--- src/rtl/tnn_frame_sequencer_if.sv ---
// Stream-side bus of the TNN frame sequencer: feature beats in, class results out.
interface tnn_frame_sequencer_if #(
    parameter int FEAT_W = 2
);
    logic              s_valid;
    logic              s_ready;
    logic [FEAT_W-1:0] s_data;
    logic              s_last;
    logic              m_valid;
    logic              m_ready;
    logic              m_class;
    logic              m_err;

    // Environment side: produces feature beats and consumes results.
    modport master (
        output s_valid, s_data, s_last, m_ready,
        input  s_ready, m_valid, m_class, m_err
    );

    // Sequencer side: consumes feature beats and produces results.
    modport slave (
        input  s_valid, s_data, s_last, m_ready,
        output s_ready, m_valid, m_class, m_err
    );
endinterface

--- src/rtl/tnn_frame_sequencer.sv ---
// Frame sequencer for a combinational approximate-TNN classifier core.
// Gathers serial 2-bit features into a frame, holds them on the core while it
// settles, samples the class bit and hands it out over valid/ready, counting
// delivered results and positive results with saturating counters.
module tnn_frame_sequencer #(
    parameter int N_FEAT      = 8,
    parameter int FEAT_W      = 2,
    parameter int EVAL_CYCLES = 1,
    parameter int CNT_W       = 16
) (
    input  logic                     clk,
    input  logic                     rst_n,
    tnn_frame_sequencer_if.slave     bus,
    output logic [N_FEAT*FEAT_W-1:0] core_feat,
    input  logic                     core_out,
    input  logic                     cnt_clear,
    output logic [CNT_W-1:0]         sample_count,
    output logic [CNT_W-1:0]         pos_count
);

    localparam int              IDX_W       = (N_FEAT > 1) ? $clog2(N_FEAT) : 1;
    localparam logic [IDX_W-1:0] LAST_IDX   = IDX_W'(N_FEAT - 1);
    localparam logic [3:0]      SETTLE_LAST = 4'(EVAL_CYCLES - 1);

    typedef enum logic [1:0] {
        LOAD,
        EVAL,
        OUT
    } state_t;

    state_t                     state;
    state_t                     next_state;
    logic [N_FEAT*FEAT_W-1:0]   feat_reg;
    logic [IDX_W-1:0]           idx;
    logic [3:0]                 settle_cnt;
    logic                       frame_err;
    logic                       m_class_r;
    logic                       m_err_r;
    logic                       accept;
    logic                       close_frame;
    logic                       settle_done;
    logic                       result_taken;

    // State register.
    always_ff @(posedge clk or negedge rst_n) begin
        if (!rst_n) begin
            state <= LOAD;
        end else begin
            state <= next_state;
        end
    end

    // Next-state logic and handshake strobes; only LOAD takes beats, only OUT offers results.
    always_comb begin
        next_state   = state;
        accept       = 1'b0;
        close_frame  = 1'b0;
        settle_done  = 1'b0;
        result_taken = 1'b0;
        bus.s_ready  = 1'b0;
        bus.m_valid  = 1'b0;
        case (state)
            LOAD: begin
                bus.s_ready = 1'b1;
                accept      = bus.s_valid;
                close_frame = accept && (bus.s_last || (idx == LAST_IDX));
                if (close_frame) begin
                    next_state = EVAL;
                end
            end
            EVAL: begin
                settle_done = (settle_cnt == SETTLE_LAST);
                if (settle_done) begin
                    next_state = OUT;
                end
            end
            OUT: begin
                bus.m_valid  = 1'b1;
                result_taken = bus.m_ready;
                if (result_taken) begin
                    next_state = LOAD;
                end
            end
            default: begin
                next_state = LOAD;
            end
        endcase
    end

    // Frame assembly, settle timing and result capture; a taken result wipes the frame.
    always_ff @(posedge clk or negedge rst_n) begin
        if (!rst_n) begin
            feat_reg   <= '0;
            idx        <= '0;
            settle_cnt <= '0;
            frame_err  <= 1'b0;
            m_class_r  <= 1'b0;
            m_err_r    <= 1'b0;
        end else begin
            if (accept) begin
                for (int k = 0; k < N_FEAT; k++) begin
                    if (idx == IDX_W'(k)) begin
                        feat_reg[k*FEAT_W +: FEAT_W] <= bus.s_data;
                    end
                end
                idx <= idx + 1'b1;
            end
            if (close_frame) begin
                frame_err  <= (idx != LAST_IDX) || !bus.s_last;
                settle_cnt <= '0;
            end else if (state == EVAL) begin
                settle_cnt <= settle_cnt + 1'b1;
            end
            if (settle_done) begin
                m_class_r <= core_out;
                m_err_r   <= frame_err;
            end
            if (result_taken) begin
                feat_reg <= '0;
                idx      <= '0;
            end
        end
    end

    // Saturating batch statistics; a clear beats a simultaneous result handshake.
    always_ff @(posedge clk or negedge rst_n) begin
        if (!rst_n) begin
            sample_count <= '0;
            pos_count    <= '0;
        end else if (cnt_clear) begin
            sample_count <= '0;
            pos_count    <= '0;
        end else if (result_taken) begin
            if (sample_count != '1) begin
                sample_count <= sample_count + 1'b1;
            end
            if (m_class_r && (pos_count != '1)) begin
                pos_count <= pos_count + 1'b1;
            end
        end
    end

    assign core_feat   = feat_reg;
    assign bus.m_class = m_class_r;
    assign bus.m_err   = m_err_r;

endmodule

--- src/flat_wrapper.sv ---
// flat-port wrapper written by rule: the top's interface ports become plain ports
module tnn_frame_sequencer_flat 
#(
    parameter int N_FEAT      = 8,
    parameter int FEAT_W      = 2,
    parameter int EVAL_CYCLES = 1,
    parameter int CNT_W       = 16
)
  (clk, rst_n, core_feat, core_out, cnt_clear, sample_count, pos_count, bus_s_valid, bus_s_data, bus_s_last, bus_m_ready, bus_s_ready, bus_m_valid, bus_m_class, bus_m_err);
  tnn_frame_sequencer_if #(.FEAT_W(FEAT_W)) bus_i ();
  input  logic clk;
  input  logic rst_n;
  output logic [N_FEAT*FEAT_W-1:0] core_feat;
  input  logic core_out;
  input  logic cnt_clear;
  output logic [CNT_W-1:0] sample_count;
  output logic [CNT_W-1:0] pos_count;
  input wire logic [$bits(bus_i.s_valid)-1:0] bus_s_valid;
  input wire logic [$bits(bus_i.s_data)-1:0] bus_s_data;
  input wire logic [$bits(bus_i.s_last)-1:0] bus_s_last;
  input wire logic [$bits(bus_i.m_ready)-1:0] bus_m_ready;
  output wire logic [$bits(bus_i.s_ready)-1:0] bus_s_ready;
  output wire logic [$bits(bus_i.m_valid)-1:0] bus_m_valid;
  output wire logic [$bits(bus_i.m_class)-1:0] bus_m_class;
  output wire logic [$bits(bus_i.m_err)-1:0] bus_m_err;
  assign bus_i.s_valid = bus_s_valid;
  assign bus_i.s_data = bus_s_data;
  assign bus_i.s_last = bus_s_last;
  assign bus_i.m_ready = bus_m_ready;
  assign bus_s_ready = bus_i.s_ready;
  assign bus_m_valid = bus_i.m_valid;
  assign bus_m_class = bus_i.m_class;
  assign bus_m_err = bus_i.m_err;
  tnn_frame_sequencer #(.N_FEAT(N_FEAT), .FEAT_W(FEAT_W), .EVAL_CYCLES(EVAL_CYCLES), .CNT_W(CNT_W)) u_core (.clk(clk), .rst_n(rst_n), .bus(bus_i), .core_feat(core_feat), .core_out(core_out), .cnt_clear(cnt_clear), .sample_count(sample_count), .pos_count(pos_count));
endmodule
--- config.mk ---
export PLATFORM = sky130hd
export DESIGN_NAME = tnn_frame_sequencer_flat
export DESIGN_NICKNAME = d
export VERILOG_FILES = /design/src/rtl/tnn_frame_sequencer_if.sv /design/src/rtl/tnn_frame_sequencer.sv /design/src/flat_wrapper.sv
export SDC_FILE = /design/constraint.sdc
export NUM_CORES = 1
export LEC_CHECK = 0
export ABC_CLOCK_PERIOD_IN_PS = 2400
export CORE_AREA = 2 2 84 86
export CTS_BUF_LIST = sky130_fd_sc_hd__clkbuf_2
export CTS_CLUSTER_DIAMETER = 80
export DETAILED_ROUTE_END_ITERATION = 10
export DIE_AREA = 0 0 86 88
export GPL_TIMING_DRIVEN = 0
export PLACE_DENSITY = 0.75
export SYNTH_ARGS = -nofsm -noshare
export SYNTH_HDL_FRONTEND = slang
export SYNTH_SLANG_ARGS = --single-unit
--- constraint.sdc ---
create_clock -name clk -period 2.4 [get_ports clk]
set_input_delay 0.36 -clock clk [delete_from_list [all_inputs] [get_ports clk]]
set_output_delay 0.36 -clock clk [all_outputs]
set_load 0.01 [all_outputs]
# == Yosys cells after proc, flatten, opt, wreduce, memory -nomap -nowiden ==
# Cells that the tools add are included.
# word_totals
out_inout_bits,52
word_cells,97
register_bits,60
inputBits,9
# classes
n_reduce_logical,32
mux,30
eq_ne,15
addsub,4
# ops
op,count
16-bit two-way mux,8
16-bit by 1-bit adder with 16-bit output (second input constant),2
16-bit inequality test (second input constant),2
2-bit nonzero test,13
2-bit two-way mux,11
2-bit AND reduction,10
3-bit equality test (second input constant),4
4-bit two-way mux,2
3-bit by 2-bit equality test with 1-bit output (second input constant),2
1-bit two-way mux,6
3-bit two-way mux,2
2-bit one-hot mux with 3 select lines,1
4-bit by 1-bit adder with 4-bit output (second input constant),1
4-bit zero test,1
2-bit by 1-bit inequality test with 1-bit output (second input constant),2
3-bit by 1-bit adder with 3-bit output (second input constant),1
3-bit by 1-bit equality test with 1-bit output (second input constant),1
3-bit zero test,1
3-bit inequality test (second input constant),1
3-bit AND reduction,1
2-bit by 1-bit equality test with 1-bit output (second input constant),1
2-bit equality test (second input constant),1
1-bit logical AND,2
2-bit zero test,1
3 further kinds,4

# == Depth between registers and ports, before layout ==
# logic_depth
depth_word,5
depth_mapped,6
ltp_nobuf,5

# == Least setup slack after synthesis ==
# No wires, ideal clock.
# synth_timing
path_kind,register -> register
start,register u_core.state[0]
end,register u_core.pos_count[10]
required_time_ns,2.275
setup_ns,0.125
arrival_time_ns,1.610
period_less_slack_ns,1.735
n_path_buf,1
slack_ns,0.665
stages_incl_launch_ff,6
cell_sequence,dfrtp_1 > and4b_4 > nand2_2 > buf_6 > nor4_1 > mux2_2
# synth_via
elab_chain_len,4
# synth_rtl
element,line_no,rtl
start: declaration,tnn_frame_sequencer.sv:31,state_t state;
start signal: assignment,tnn_frame_sequencer.sv:49,state <= next_state;
2-bit equality test,tnn_frame_sequencer.sv:62,case (state)
1-bit two-way mux,tnn_frame_sequencer.sv:62,
2-bit nonzero test (no line),-,
2-bit AND reduction (no line),-,
end signal: assignment,tnn_frame_sequencer.sv:138,pos_count <= pos_count + 1'b1;
end: declaration,tnn_frame_sequencer.sv:18,output logic [CNT_W-1:0] pos_count
# Every way passes these cells.
# A chain may end at the register's enable or synchronous reset.

# == Worst setup path in the final report ==
# layout_timing
start,register u_core.state[1]
end,output port bus_m_valid
# layout_via
elab_chain_len,2
# layout_rtl
element,line_no,rtl
2-bit equality test,tnn_frame_sequencer.sv:62,
1-bit two-way mux,tnn_frame_sequencer.sv:62,
end: declaration,flat_wrapper.sv:23,output wire logic [$bits(bus_i.m_valid)-1:0] bus_m_valid;
# Every way passes these cells.

==> flow_metrics.env <==
export IMPL_insertion_delay_ns=0.53
export IMPL_setup_viol=0
export IMPL_first_pass_iters=4
export IMPL_synth_edf_count=0
export IMPL_synth_distinct_cells=51
export IMPL_min_period_ns=2.23
export IMPL_grt_pass1_vias=2729
export IMPL_critPathLaunchType="register"
export IMPL_syn_cell_area_sq_um=3230
export IMPL_syn_nets=354
export IMPL_clock_fmax_ghz=0.448
export IMPL_fp_row_count=30
export IMPL_fin_cells=492
export IMPL_antenna_found_initial=1
export IMPL_clock_root_buffer="clkbuf_2"
export IMPL_die_area_sq_um=7570
export IMPL_synth_top_cell_area_share=0.465
export IMPL_max_slew_margin=0.434
export IMPL_num_nets_final=425
export IMPL_core_area_sq_um=6640
export IMPL_ys_flop_type="dfrtp_1"
export IMPL_post_cts_buffers=0
export IMPL_syn2layout_area_growth_pct=26.4
export IMPL_min_path_type="input pin to register"
export IMPL_synth_warnings=0
export IMPL_start_util=0.486
export IMPL_postPlaceCellArea_sq_um=3930
export IMPL_status="completed"
export IMPL_syn_inst=335
export IMPL_grt_max_degree=35
export IMPL_worstPathArrival_ns=1.87
export IMPL_ys_seq_area_frac=0.465
export IMPL_portBuffers=58
export IMPL_yosys_top_cells_area="dfrtp_1 46%, a21oi_1 5.0%, nand3_1 4.2%, nand2_1 3.9%, ha_1 3.9%"
export IMPL_cts_tree="built"
export IMPL_power_density_nw_per_um2=783
export IMPL_drive_gt1_frac=0.107
export IMPL_wl_per_cell_um=15.2
export IMPL_avgSynthCellArea_sq_um=9.65
export IMPL_vias=2835
export IMPL_grt_pass1_wl_um=12800
export IMPL_die_x_um=86
export IMPL_fin_skew_ns=0.0276
export IMPL_ir_drop_v=0.000342
export IMPL_placed_cells=474
export IMPL_p_leak_nw=1.69
export IMPL_fin_crit_sh=0.931
export IMPL_hold_viol=0
export IMPL_grt_overflow_total=0
export IMPL_worstSetupEndpointType="output port"
export IMPL_maxCapViolations=0
export IMPL_crit_required_ns=2.04
export IMPL_pin_count=61
export IMPL_viasPerCell=5.76
export IMPL_fp_dieH_um=88
export IMPL_hpwl_um=5260
export IMPL_crit_type="register to output port"
export IMPL_ctsHtreeMaxLevel=3
export IMPL_ant_nets=0
export IMPL_grt_total_usage=0.214
export IMPL_totalNegativeSetupSlack_ns=0
export IMPL_synth_common_cells="60 x dfrtp_1, 34 x nand2_1, 32 x a21oi_1"
export IMPL_clk_pin_slew_ns=0.21
export IMPL_async_flop_share=1.00
export IMPL_gp_congestion=0.830
export IMPL_slew_violations=0
export IMPL_drt_initial_drc_count=155
export IMPL_rsz0062_at_grt="no"
export IMPL_clkSinkCount=60
export IMPL_cts_buffer_depth=2
export IMPL_drc_errors=0
export IMPL_ys_seq_elements=60
export IMPL_synth_top_cell_by_area="dfrtp_1"
export IMPL_drt_total_wl_um=7490
export IMPL_numCtsBuffers=9
export IMPL_post_synth_top_count_cell="dfrtp_1"
export IMPL_worst_slew_pin_slew_ns=0.843
export IMPL_cp_max_fo=8
export IMPL_postLayoutCellArea_sq_um=4090
[area by class of cell]
cell class / instances / area (sq um)
well taps: 80 / 100
inverters: 8 / 30.0
plain buffers: 14 / 62.6
diodes: 1 / 2.50
clock buffers: 9 / 45.0
multi-input cells: 253 / 1640
repair buffers: 60 / 606
fillers: 581 / 2560
flip-flops and latches: 60 / 1500
clock inverters: 7 / 101
[layout by cell type (no fill, tap or decap), drive strengths merged, types with 4 or more instances in the layout]
cell	Yosys	layout
a21oi	32	32
o31ai	13	13
nand2b	5	5
mux2i	8	8
nor4	8	8
nand2	35	35
ha	10	10
o21ai	12	12
nand4	11	11
and4	4	4
and2	4	4
or3	6	6
clkdlybuf4s50	0	57
nor2b	10	10
dfrtp	60	60
clkbuf	9	18
buf	5	7
mux2	9	9
nor2	17	17
nor3	6	6
inv	8	8
or4	11	11
nand3	27	27
[per-stage QoR]
stage,util,setup WS [ns],power [W],hold slack (ns)
3_3_place_gp,0.589,-1.01,0.00241,0.490
5_1_grt,0.615,0.0572,0.00342,0.215
2_1_floorplan,-,0.665,0.00195,0.0644
4_1_cts,0.615,0.144,0.00323,0.170
6_report,0.615,0.166,0.00320,0.198
3_5_place_dp,0.591,0.0847,0.00245,0.427
[worst paths after layout]
| check | start | end | slack [ns] | depth (start not counted) |
|---|---|---|---|---|
| worst max-delay path | u_core.state[1]$_DFFE_PN0P_ | bus_m_valid | 0.17 | 3 |
| max in group asynchronous | rst_n | u_core.pos_count[10]$_DFFE_PN0P_ | 1.42 | 3 |
| worst max register to register | u_core.state[0]$_DFFE_PN0P_ | u_core.core_feat[12]$_DFFE_PN0P_ | 0.41 | 5 |
| worst min register to register | u_core.bus.m_err$_DFFE_PN0P_ | u_core.bus.m_err$_DFFE_PN0P_ | 0.53 | 1 |
| min in group asynchronous | rst_n | u_core.core_feat[4]$_DFFE_PN0P_ | 0.35 | 2 |
| worst min-delay path | bus_s_data[0] | u_core.core_feat[2]$_DFFE_PN0P_ | 0.20 | 3 |
[state kept, by name, indices dropped and copies added, names as in the netlist]
| name | flops |
|---|---|
| u_core.core_feat | 16 |
| u_core.pos_count | 16 |
| u_core.sample_count | 16 |
| u_core.settle_cnt | 4 |
| u_core.idx | 3 |
| u_core.state | 2 |
| u_core.bus.m_class | 1 |
| u_core.bus.m_err | 1 |
| u_core.frame_err | 1 |
[logic make-up after synthesis]
logic type	synth area share
compound gates	0.120
xor+xnor	0.00542
fa+ha+maj	0.0387
buf+inv	0.0286
flops	0.465
mux	0.0561
simple gates	0.286
[timing repair]
action	4_1_cts	5_1_grt
hold buffers	1	0
resized for setup	0	0
hold endpoints to repair	26	0
[layer usage]
layer / share of wire / track usage / wire (um) / up-vias
li1: - / - / - / 1368
met1: 0.47 / 0.286 / 3510 / 1401
met2: 0.48 / 0.342 / 3590 / 53
met3: 0.031 / 0.0330 / 235 / 13
met4: 0.021 / 0.102 / 160 / 0
met5: 0 / 0 / 0 / -
[report_power, final]
group | switching (W) | internal [W]
logic | 0.000505 | 0.000530
registers | 0.000168 | 0.00121
clock network | 0.000432 | 0.000349
[critical path, cell delays in order (launching register included)]
cell and delay [ns]:
dfrtp_1 0.52, or2b_1 0.27, inv_1 0.05, clkdlybuf4s50_1 0.52
No activity file was read; power rests on OpenSTA's default activity.
